<file path="config.mk">
export PLATFORM = sky130hd
export DESIGN_NAME = result_axis_packer
export DESIGN_NICKNAME = d
export VERILOG_FILES = /design/src/rtl/cnn_axis_pkg.sv /design/src/rtl/res_sat_shift.sv /design/src/rtl/result_axis_packer.sv
export SDC_FILE = /design/constraint.sdc
export NUM_CORES = 1
export LEC_CHECK = 0
export BUFFER_PORTS_ARGS = -buffer_cell sky130_fd_sc_hd__buf_4
export CAP_MARGIN = 20
export CORE_ASPECT_RATIO = 1.5
export CORE_MARGIN = 2
export CORE_UTILIZATION = 55
export CTS_BUF_LIST = sky130_fd_sc_hd__clkbuf_8
export CTS_CLUSTER_SIZE = 30
export DETAILED_ROUTE_END_ITERATION = 10
export PLACE_DENSITY = 0.75
export REMOVE_ABC_BUFFERS = 1
export SKIP_LAST_GASP = 1
export SYNTH_ARGS = -nofsm -noshare
export SYNTH_HDL_FRONTEND = slang
export SYNTH_SLANG_ARGS = --single-unit
</file>
<file path="constraint.sdc">
create_clock -name clk -period 3.9 [get_ports clk]
set_input_delay 0.39 -clock clk [delete_from_list [all_inputs] [get_ports clk]]
set_output_delay 0.39 -clock clk [all_outputs]
set_load 0.01 [all_outputs]
</file>
<file path="src/rtl/cnn_axis_pkg.sv">
// cnn_axis_pkg: shared widths, output FSM states and pixel/keep helpers for the AXIS result path
package cnn_axis_pkg;
  localparam int DEF_AXIS_DATA_WIDTH = 64;
  localparam int DEF_ACCUM_WIDTH = 32;
  localparam int DEF_PIXEL_WIDTH = 16;
  localparam int DEF_IMG_WIDTH = 16;
  localparam int DEF_IMG_HEIGHT = 16;
  localparam int PPB = DEF_AXIS_DATA_WIDTH / DEF_PIXEL_WIDTH;
  localparam int DEF_NPIX = DEF_IMG_WIDTH * DEF_IMG_HEIGHT;
  typedef enum logic {OUT_EMPTY, OUT_FULL} out_state_t;
  function automatic int cnt_w(int n);
    return n > 1 ? $clog2(n) : 1;
  endfunction
  function automatic logic [63:0] keep_mask(int n, int bytes_per_pix);
    return (64'd1 << (n * bytes_per_pix)) - 64'd1;
  endfunction
  function automatic longint sat_shift(longint value, int shift, int pixel_width);
    longint hi = (longint'(1) <<< (pixel_width - 1)) - 1;
    longint t = value >>> shift;
    return t > hi ? hi : (t < -hi - 1 ? -hi - 1 : t);
  endfunction
endpackage

</file>
<file path="src/rtl/res_sat_shift.sv">
// res_sat_shift: arithmetic right shift of a signed accumulator, saturated to a signed pixel
module res_sat_shift
  import cnn_axis_pkg::*;
#(
  parameter int ACCUM_WIDTH = DEF_ACCUM_WIDTH,
  parameter int PIXEL_WIDTH = DEF_PIXEL_WIDTH
) (
  input  logic [ACCUM_WIDTH-1:0] acc,
  input  logic [4:0]             shift,
  output logic [PIXEL_WIDTH-1:0] pixel
);
  assign pixel = PIXEL_WIDTH'(sat_shift(longint'($signed(acc)), int'(shift), PIXEL_WIDTH));
endmodule

</file>
<file path="src/rtl/result_axis_packer.sv">
// result_axis_packer: packs saturated results into AXIS beats with tkeep/tlast and frame-done pulse
module result_axis_packer
  import cnn_axis_pkg::*;
#(
  parameter int AXIS_DATA_WIDTH = DEF_AXIS_DATA_WIDTH,
  parameter int ACCUM_WIDTH = DEF_ACCUM_WIDTH,
  parameter int PIXEL_WIDTH = DEF_PIXEL_WIDTH,
  parameter int IMG_WIDTH = DEF_IMG_WIDTH,
  parameter int IMG_HEIGHT = DEF_IMG_HEIGHT
) (
  input  logic                         clk,
  input  logic                         rst,
  input  logic                         i_res_valid,
  output logic                         o_res_ready,
  input  logic [ACCUM_WIDTH-1:0]       i_res_data,
  input  logic [4:0]                   i_shift,
  input  logic                         i_clear,
  output logic                         m_axis_res_tvalid,
  input  logic                         m_axis_res_tready,
  output logic [AXIS_DATA_WIDTH-1:0]   m_axis_res_tdata,
  output logic [AXIS_DATA_WIDTH/8-1:0] m_axis_res_tkeep,
  output logic                         m_axis_res_tlast,
  output logic                         o_frame_done
);
  localparam int LANES = AXIS_DATA_WIDTH / PIXEL_WIDTH;
  localparam int NPIX = IMG_WIDTH * IMG_HEIGHT;
  localparam int KEEP_W = AXIS_DATA_WIDTH / 8;
  localparam int LANE_W = cnt_w(LANES);
  localparam int PIX_W = cnt_w(NPIX);
  out_state_t state, state_n;
  logic [LANE_W-1:0] lane;
  logic [PIX_W-1:0] pix_cnt;
  logic [AXIS_DATA_WIDTH-1:0] pack, pack_n;
  logic [PIXEL_WIDTH-1:0] pixel;
  logic [KEEP_W-1:0] keep_n;
  logic accept, frame_last, beat_done;
  res_sat_shift #(.ACCUM_WIDTH(ACCUM_WIDTH), .PIXEL_WIDTH(PIXEL_WIDTH)) u_sat (
    .acc(i_res_data),
    .shift(i_shift),
    .pixel(pixel)
  );
  assign m_axis_res_tvalid = state == OUT_FULL;
  // Handshake, lane insertion, beat completion and output next state
  always_comb begin
    o_res_ready = !m_axis_res_tvalid | m_axis_res_tready;
    accept = i_res_valid & o_res_ready;
    frame_last = pix_cnt == PIX_W'(NPIX - 1);
    beat_done = accept & (lane == LANE_W'(LANES - 1) | frame_last);
    pack_n = pack | (AXIS_DATA_WIDTH'(pixel) << (int'(lane) * PIXEL_WIDTH));
    keep_n = KEEP_W'(keep_mask(int'(lane) + 1, PIXEL_WIDTH / 8));
    state_n = beat_done ? OUT_FULL : (m_axis_res_tvalid & m_axis_res_tready) ? OUT_EMPTY : state;
  end
  // Counters, pack register and output beat; clear drops everything in flight
  always_ff @(posedge clk) begin
    if (rst | i_clear) begin
      state <= OUT_EMPTY;
      lane <= '0;
      pix_cnt <= '0;
      pack <= '0;
      m_axis_res_tdata <= '0;
      m_axis_res_tkeep <= '0;
      m_axis_res_tlast <= 1'b0;
      o_frame_done <= 1'b0;
    end else begin
      state <= state_n;
      o_frame_done <= m_axis_res_tvalid & m_axis_res_tready & m_axis_res_tlast;
      if (accept) begin
        lane <= beat_done ? '0 : lane + 1'b1;
        pix_cnt <= frame_last ? '0 : pix_cnt + 1'b1;
        pack <= beat_done ? '0 : pack_n;
      end
      if (beat_done) begin
        m_axis_res_tdata <= pack_n;
        m_axis_res_tkeep <= keep_n;
        m_axis_res_tlast <= frame_last;
      end
    end
  end
endmodule

</file>
# ---- Word-level counts from Yosys, hierarchy flattened
# Cells that the tools add are included.
dict set report word_totals {
  wordCells 36
  latchBits 0
  romBits 0
  mem_count 0
  in_bits 42
  out_inout_bits 76
  reg_bits 149
  mem_bits_rw 0
}
dict set report classes {
  reduce_logical 2
  shift 3
  div 0
  mul 0
  eq_ne 2
  magnitude_cmp 2
  bitwise 8
  addsub 4
  mux 7
}
# operator n
set op_table {}
lappend op_table {{64-bit by 16-bit > comparator with 1-bit output (second input constant)} 1}
lappend op_table {{64-bit by 16-bit less-than comparator with 1-bit output (second input constant)} 1}
lappend op_table {{64-bit two-way mux} 1}
lappend op_table {{64-bit OR} 1}
lappend op_table {{16-bit by 6-bit << shifter with 64-bit output} 1}
lappend op_table {{32-bit by 5-bit >>> shifter with 64-bit output} 1}
lappend op_table {{16-bit two-way mux} 2}
lappend op_table {{8-bit by 1-bit adder with 8-bit output (second input constant)} 1}
lappend op_table {{8-bit == test (second input constant)} 1}
lappend op_table {{8-bit two-way mux} 1}
lappend op_table {{1-bit by 4-bit << shifter with 8-bit output (first input constant)} 1}
lappend op_table {{8-bit by 1-bit subtractor with 8-bit output (second input constant)} 1}
lappend op_table {{1-bit bitwise AND} 4}
lappend op_table {{2-bit by 1-bit adder with 3-bit output (second input constant)} 1}
lappend op_table {{1-bit OR} 3}
lappend op_table {{2-bit by 1-bit adder with 2-bit output (second input constant)} 1}
lappend op_table {{2-bit == test (second input constant)} 1}
lappend op_table {{1-bit two-way mux} 2}
lappend op_table {{2-bit two-way mux} 1}
lappend op_table {{2-bit nonzero test} 1}
lappend op_table {{1-bit zero test} 1}

# ---- Logic depth before layout (Yosys ltp)
# Gate-level depths: netlist (run 1).
dict set report depth {
  depth_word 7
  ltp_mapped 13
  depth_no_buf 8
}

# ---- Cells and area by module
# From an unflattened synthesis (run 1), not the netlist that was laid out.
dict set report hier_totals {
  cells_unflattened 891
  area_unflattened_um2 7968.9
}
# mod area_per_inst_um2 n_inst seq_area_each_um2 cells_per_inst
set modules_own_cells {}
lappend modules_own_cells {result_axis_packer 5763.0 1 2922.8 626}
lappend modules_own_cells {res_sat_shift 2205.9 1 0.0 265}

# ---- Least setup slack after synthesis (run 1)
# Ideal clock, no wire load.
dict set report synth_timing {
  path_type {input-to-reg}
  start {input port i_shift[1]}
  end {register pack[22]}
  arrival_time_ns 2.712
  t_required_ns 3.783
  setup_slack_ns 1.071
  path_stages 11
  path_buffers 3
  setup_time_ns 0.117
  cell_sequence {buf_2 buf_6 mux4_2 nand3_1 nand4_1 nor4_1 nand4_1 o31ai_4 buf_4 o21ai_1 a22o_1}
}
dict set report synth_between {
  elab_chain_cells 7
  word_cells_on_any_way 8
  cone_classes {2 x order compare; 2 x shift; 3 x mux; 1 x bitwise}
}
# item line_no
set synth_rtl {}
lappend synth_rtl {{from (decl)} result_axis_packer.sv:16} ;# input logic [4:0] i_shift,
lappend synth_rtl {{32-bit by 5-bit >>> shifter with 64-bit output (*)} cnn_axis_pkg.sv:19} ;# longint t = value >>> shift;
lappend synth_rtl {{64-bit by 16-bit less-than comparator with 1-bit output} cnn_axis_pkg.sv:20} ;# return t > hi ? hi : (t < -hi - 1 ? -hi - 1 : t);
lappend synth_rtl {{16-bit two-way mux} cnn_axis_pkg.sv:20}
lappend synth_rtl {{16-bit two-way mux (*)} cnn_axis_pkg.sv:20}
lappend synth_rtl {{16-bit by 6-bit << shifter with 64-bit output (*)} result_axis_packer.sv:49} ;# pack_n = pack | (AXIS_DATA_WIDTH'(pixel) << (int'(lane) * PIXEL_WIDTH));
lappend synth_rtl {{64-bit OR (*)} result_axis_packer.sv:49}
lappend synth_rtl {{64-bit two-way mux (*)} result_axis_packer.sv:70} ;# pack <= beat_done ? '0 : pack_n;
lappend synth_rtl {{to (signal assigned)} result_axis_packer.sv:70}
lappend synth_rtl {{to (decl)} result_axis_packer.sv:33} ;# logic [AXIS_DATA_WIDTH-1:0] pack, pack_n;
# Every way passes the cells marked *; elsewhere a longest branch is shown, timed or not.
# A chain may end at the register's enable or synchronous reset.

# ---- Worst setup path after layout (run 1)
dict set report layout_timing {
  start {input port i_shift[1]}
  end {register pack[2]}
}
# Same word-level chain as after synthesis.

==> reports/metrics.cfg, run 1 <==
[worst_hold_path]
hp-class = input port to flop

[placed_design]
routabilityCongestion = 1.01
pre_cts_slack_ps = 499
port_buffers = 117
hpwl_um = 15200

[power]
p_seq_share_pct = 47.3
p_int_mw = 2.23
ir_worst_vdd_v = 0.000196
p_sw_share_pct = 30.2
p_leak_nw = 3.48
power.density_nw_per_um2 = 362
combPwrFrac_pct = 15.7
totalPowerFinal_mw = 3.19
net-switching-power_mw = 0.964
clkPwrFrac_pct = 37.0

[floorplanning]
ios = 118
rows = 52
die_w_um = 99.1
floorplan.initialDensity_pct = 55.7
core_area_um2 = 13400
dieArea_um2 = 14500
die_h_um = 147

[synth]
synth-main-ff-cell = dfxtp_1
ys_seq_area_share_pct = 39.1
muxShareOfSynthArea_pct = 14.3
synth_edf_count = 0
synth_top_area_share_pct = 39.1
synth.most_common_cell = dfxtp_1
ys_top_cells_by_count = dfxtp_1 (146), nand2_1 (82), a22oi_1 (56)
ys_ff_latch = 146
synthCells = 828
yosys_warnings = 0
yosys.area_share.simple_pct = 11.1
syn_area_um2 = 7470
syn_avg_cell_area_um2 = 9.02
synthAdderAreaFrac_pct = 1.01
yosys-top-cells-area = dfxtp_1 (39%), mux2i_1 (5.9%), mux4_2 (5.7%), a22oi_1 (5.6%), a22o_1 (5.5%)
synth_compound_area_share_pct = 28.7
synth_top_family_by_area = compound AO/OA/AOI/OAI gates
synth-xor-area-share_pct = 0.821
synth_largest_area_cell = dfxtp_1
synthArstFlopShare_pct = 0
synth_cell_types = 62

[finish]
post-route-util_pct = 65.8
antenna_cells = 0
nNetsFinal = 961
syn2layout_area_growth_pct = 18.0
drive_gt1_share_pct = 24.2

[global_routing]
grt_use_met3_pct = 4.95
grt_pass1_wl_um = 34000
grt_overflow = 0
grt_max_degree = 87
track_usage_pct = 28.7
grtUsageMet2_pct = 50.3
grt.busiest_layer = met2
grt_util_met1_pct = 34.4
grt_pass1_vias = 6699
antenna_found_initial = 0

[routing]
dr.pass1.iters = 5
vias = 7000
ant_nets = 0
drt-initial-drc-count = 390
wl_per_cell_um = 19.7
vias_per_cell = 6.43
drc = 0
wl_um = 21400

[cts]
cts_tree = yes
clk_latency_ps = 450
cts.path.max_buffers = 2
postCtsSetupRepairBufs = 0
cts_made_buffers = 17
ctsHtreeMaxLevel = 4
cts_root_buffer = clkbuf_8
cts_sinks = 146
ctsResizeCount = 0
clk_pin_slew_worst_paths_ps = 90
cts_hold_buf = 0

[sta]
rsz0062_at_grt = false
finalCritPeriodShare_pct = 79.1
fmax_ghz = 0.324
finalHoldViolations = 0
setup_ws_ps = 815
slew_viol_final = 0
whs_ps = 191
setup_viol = 0
worstMarginPinSlew_ps = 917
final.min_clock_period_ps = 3090
max-slew-margin-rel_pct = 38.1
finClkSkew_ps = 17.1

[setup_path]
r2r_setup_slack_ps = 1090
crit_arrival_ps = 3430
cp.required_ps = 4240
crit_path_start_kind = input port
crit_type = input port to flop
endpoint_kind = flop
worstPathMaxFanout = 40

[status]
status = finished, final reports clean

[flow_run]
cap_viol_max_count = 0

[stage by stage]
stage	std cells	area, µm²	setup TNS (ps)
floorplan	754	7130	-282260
global placement	1056	8420	0
detailed placement	1056	8420	0
CTS	1088	8820	0
global route	1088	8820	0
finish	1088	8820	0
[critical path, cell delays in order]
cell,delay [ps]
buf_4,420
mux2_2,270
o22ai_1,100
o41ai_1,850
nand4_1,190
nor4_1,350
a21oi_2,170
buf_4,230
o21a_1,240
o21ai_0,220
[layout by cell type (no fill, tap or decap), types with 3 or more instances in the layout]
master,instances
mux2_2,18
o21ai_1,52
a31o_2,5
clkbuf_8,17
nor3_1,11
mux4_2,19
dfxtp_1,146
o31ai_1,6
nand3_1,11
and3_1,5
inv_6,7
nor2_1,48
nor4_1,4
o21ai_0,52
nor2b_1,3
ha_1,6
a22o_1,47
a221oi_1,4
xor2_1,6
a211oi_1,8
and2_1,3
o22ai_1,4
inv_1,7
a21oi_1,34
o21a_1,16
nand2b_1,6
mux2i_1,44
or2_2,3
inv_8,3
nand4_1,5
a22oi_1,56
nand2_1,82
a31oi_1,8
buf_4,139
[power by group through the flow]
stage | Clock, mW | Sequential (mW) | Combinational (mW)
finish | 1.18 | 1.51 | 0.501
global route | 1.27 | 1.51 | 0.538
CTS | 1.20 | 1.51 | 0.491
detailed placement | 0 | 1.54 | 0.489
global placement | 0 | 1.54 | 0.481
floorplan | 0 | 1.54 | 0.294
[cell families after synthesis]
family | after synthesis
DFF | 146
adders and majority gates | 6
and+or+nand+nor | 187
xor gates and xnor gates | 7
AOI/OAI and AO/OA | 318
buffers and inverters | 83
muxes | 81
[cell type report]
class | count | area, µm²
flip-flops and latches | 146 | 2920
clock inverters | 15 | 163
inverters | 9 | 33.8
clock buffers | 17 | 234
well taps | 162 | 203
fillers | 1129 | 4590
multi-input cells | 599 | 4200
repair buffers | 140 | 1060
[worst paths after layout]
| check | startpoint | to | depth (start not counted) |
|---|---|---|---|
| worst max-delay path | i_shift[1] | pack[2] | 10 |
| worst min-delay path | m_axis_res_tready | o_frame_done | 3 |
| worst max register to register | m_axis_res_tvalid | pack[2] | 8 |
| worst min register to register | pack[11] | pack[11] | 2 |
[routing by layer]
layer  share of wire (%)  vias to the layer above
met5                   0                        -
met4                 2.8                        0
met3                 5.5                       52
met2                  52                      280
met1                  40                     3384
li1                    -                     3284
[state kept, by name, indices dropped and copies added (netlist names)]
name,flops
pix_cnt,8
pack,64
m_axis_res_tdata,64
m_axis_res_tlast,1
m_axis_res_tvalid,1
m_axis_res_tkeep,5
lane,2
o_frame_done,1
Note: power is estimated with default switching activity, not from simulation.
==> run 2, diff against run 1 <==
CORE_UTILIZATION = 53   (was 55)
clock period = 2.47 ns   (was 3.9 ns; I/O delays follow)
==> run 2 against run 1 <==
Against the previous run:
- clock power is 56% higher
- first-iteration DRC count is 9.2% lower
- via count is 6.9% higher
- sequential power is 58% higher
- clock skew is 0.88 ps higher
- wire length is 12% higher
- sequential cell count stayed put
- critical path depth is 2 higher
- register-to-register slack worse by 940 ps
- utilization is 4.3 points higher
- sequential share of layout area is 3.2 points lower
- design area is 11% higher
==> reports/metrics.cfg, run 2 (synthesis results as in run 1) <==
[sta]
finalHoldViolations = 0  ; unchanged
finalCritPeriodShare_pct = 95.8
finClkSkew_ps = 18.0  ; was 17.1 ps
slew_viol_final = 0  ; unchanged
max-slew-margin-rel_pct = 55.2  ; was 38.1%
whs_ps = 49.7  ; was 191 ps
fmax_ghz = 0.422
worstMarginPinSlew_ps = 670  ; was 917 ps
setup_viol = 0  ; unchanged
final.min_clock_period_ps = 2370

[global_routing]
grt_overflow = 0  ; unchanged
grt_pass1_vias = 7292  ; was 6699
grt_max_degree = 30  ; was 87
grt_pass1_wl_um = 37200  ; was 34000 µm
track_usage_pct = 31.4  ; was 28.7%
antenna_found_initial = 0  ; unchanged

[power]
power.density_nw_per_um2 = 536  ; was 362 nW/µm²
p_leak_nw = 4.02  ; was 3.48 nW
ir_worst_vdd_v = 0.000390  ; was 0.000196 V

[finish]
reg.largest.list = m_axis_res_tdata: 64 flops, pack: 64 flops, pix_cnt: 8 flops  ; unchanged
final_area_um2 = 9770  ; was 8820 µm²
antenna_cells = 0  ; unchanged
drive_gt1_share_pct = 33.6  ; was 24.2%
layout.cells.most_common = buf_4  ; was dfxtp_1
post-route-util_pct = 70.1  ; was 65.8%
syn2layout_area_growth_pct = 30.8  ; was 18.0%
nNetsFinal = 1069  ; was 961
mostFrequentLayoutCells = buf_4 (237), dfxtp_1 (146), nand2_1 (82)  ; was dfxtp_1 (146), buf_4 (139), nand2_1 (82)
n_fill_cell = 1102  ; was 1129

[setup_path]
cp_common_cell = buf_4  ; unchanged
endpoint_kind = flop  ; unchanged
cpPeakStageDelay_ps = 430  ; was 850 ps
cp.required_ps = 2830  ; was 4240 ps
critPathBufInv = 5  ; was 2
worstPathMaxFanout = 24  ; was 40
worst_path_max_delay_cell = nor4_1  ; was o41ai_1
critPathTopFamily = compound AO/OA/AOI/OAI gates  ; unchanged
crit_type = input port to flop  ; unchanged
crit_arrival_ps = 2730  ; was 3430 ps
crit_path_start_kind = input port  ; unchanged
crit_chain = buf_4 -> inv_1 -> buf_4 -> mux2_2 -> a21oi_1 -> o22ai_1 -> buf_4 -> nor4_1 -> a21oi_2 -> buf_12 -> o21a_1 -> o21ai_0  ; was buf_4 -> mux2_2 -> o22ai_1 -> o41ai_1 -> nand4_1 -> nor4_1 -> a21oi_2 -> buf_4 -> o21a_1 -> o21ai_0

[routing]
wl_um = 24000  ; was 21400 µm
vias_per_cell = 6.25  ; was 6.43
ant_nets = 0  ; unchanged
drt-initial-drc-count = 354  ; was 390
vias = 7482  ; was 7000
drc = 0  ; unchanged
dr.pass1.iters = 5  ; unchanged
wl_per_cell_um = 20.0  ; was 19.7 µm

[cts]
cts_hold_buf = 0  ; unchanged
ctsHtreeMaxLevel = 4  ; unchanged
clk_latency_ps = 450  ; about the same
cts_sinks = 146  ; unchanged
cts_tree = yes  ; unchanged
cts_root_buffer = clkbuf_8  ; unchanged
clk_pin_slew_worst_paths_ps = 90  ; about the same
cts.path.max_buffers = 2  ; unchanged
cts_made_buffers = 17  ; unchanged

[placed_design]
hpwl_um = 17300  ; was 15200 µm
port_buffers = 117  ; unchanged
routabilityCongestion = 0.898  ; was 1.01
place_area_um2 = 9240  ; was 8420 µm²

[flow_run]
cap_viol_max_count = 0  ; unchanged

[floorplanning]
rows = 53  ; was 52
floorplan.initialDensity_pct = 53.6  ; was 55.7%
die_h_um = 149  ; was 147 µm
dieArea_um2 = 15100  ; was 14500 µm²
core_area_um2 = 13900  ; was 13400 µm²
die_w_um = 101  ; was 99.1 µm
ios = 118  ; unchanged

[status]
status = finished, final reports clean  ; unchanged

[worst_hold_path]
hp-class = input port to flop  ; unchanged

==> run 2: cell count changes in the layout (fill, tap and decap cells not counted), moves of 3 or more <==
| cell | before | now |
|---|---|---|
| o21a_2 | 0 | 3 |
| buf_6 | 0 | 4 |
| buf_4 | 139 | 237 |
| clkinvlp_4 | 1 | 4 |
| o21a_1 | 16 | 13 |
| inv_6 | 7 | 3 |
| buf_12 | 1 | 6 |
==> run 2: timing repair <==
action,in CTS,in global routing
setup endpoints to repair,52,119
endpoints found under the hold margin,0,0
setup buffers,0,3
gates cloned,1,1
gates resized for setup,2,24
pin swaps,1,5
==> run 2: final timing paths <==
check                         start              endpoint  slack (ps)  cells after the start
setup / recovery         i_shift[0]               pack[5]         100                     12
setup reg to reg         pix_cnt[4]  m_axis_res_tdata[57]         150                      8
hold reg to reg            pack[10]              pack[10]         450                      2
hold / removal    m_axis_res_tready          o_frame_done          50                      3
==> run 2: metal layers <==
layer | track usage [%] | vias to the layer above | wire length (µm)
met5 | 0 | - | 0
met4 | 13.6 | 0 | 859
met3 | 4.50 | 61 | 1100
met2 | 56.7 | 296 | 12900
met1 | 36.2 | 3624 | 9110
li1 | - | 3501 | -
==> run 2: through the flow <==
step	setup slack (ps)	TNS, ps	total power [mW]	instances
2_1_floorplan	-3760	-451040	2.90	754
3_3_place_gp	-493	-46990	3.38	1161
3_5_place_dp	-527	-52110	3.40	1161
4_1_cts	76.2	0	5.20	1193
5_1_grt	-6.81	-6.81	5.42	1198
6_report	103	0	5.23	1198
==> run 2: worst min-delay path, stage by stage <==
cell and delay (ps):
buf_4 110, nand3_1 70, nor2_1 40
==> run 2: cell type report <==
cell class / instances / area [µm²] / area share [%]
clock inverter: 14 / 149 / 1.52
clock buffer: 17 / 234 / 2.40
timing repair buffer: 247 / 1940 / 19.9
sequential: 146 / 2920 / 29.9
tap: 165 / 206 / 2.11
multi-input combinational: 600 / 4280 / 43.8
inverter: 9 / 33.8 / 0.346
==> run 2: report_power, final <==
group	internal (mW)	switching (mW)	total, mW
Sequential	2.37	0.00997	2.38
Combinational	0.461	0.555	1.02
Clock	0.827	1.01	1.84
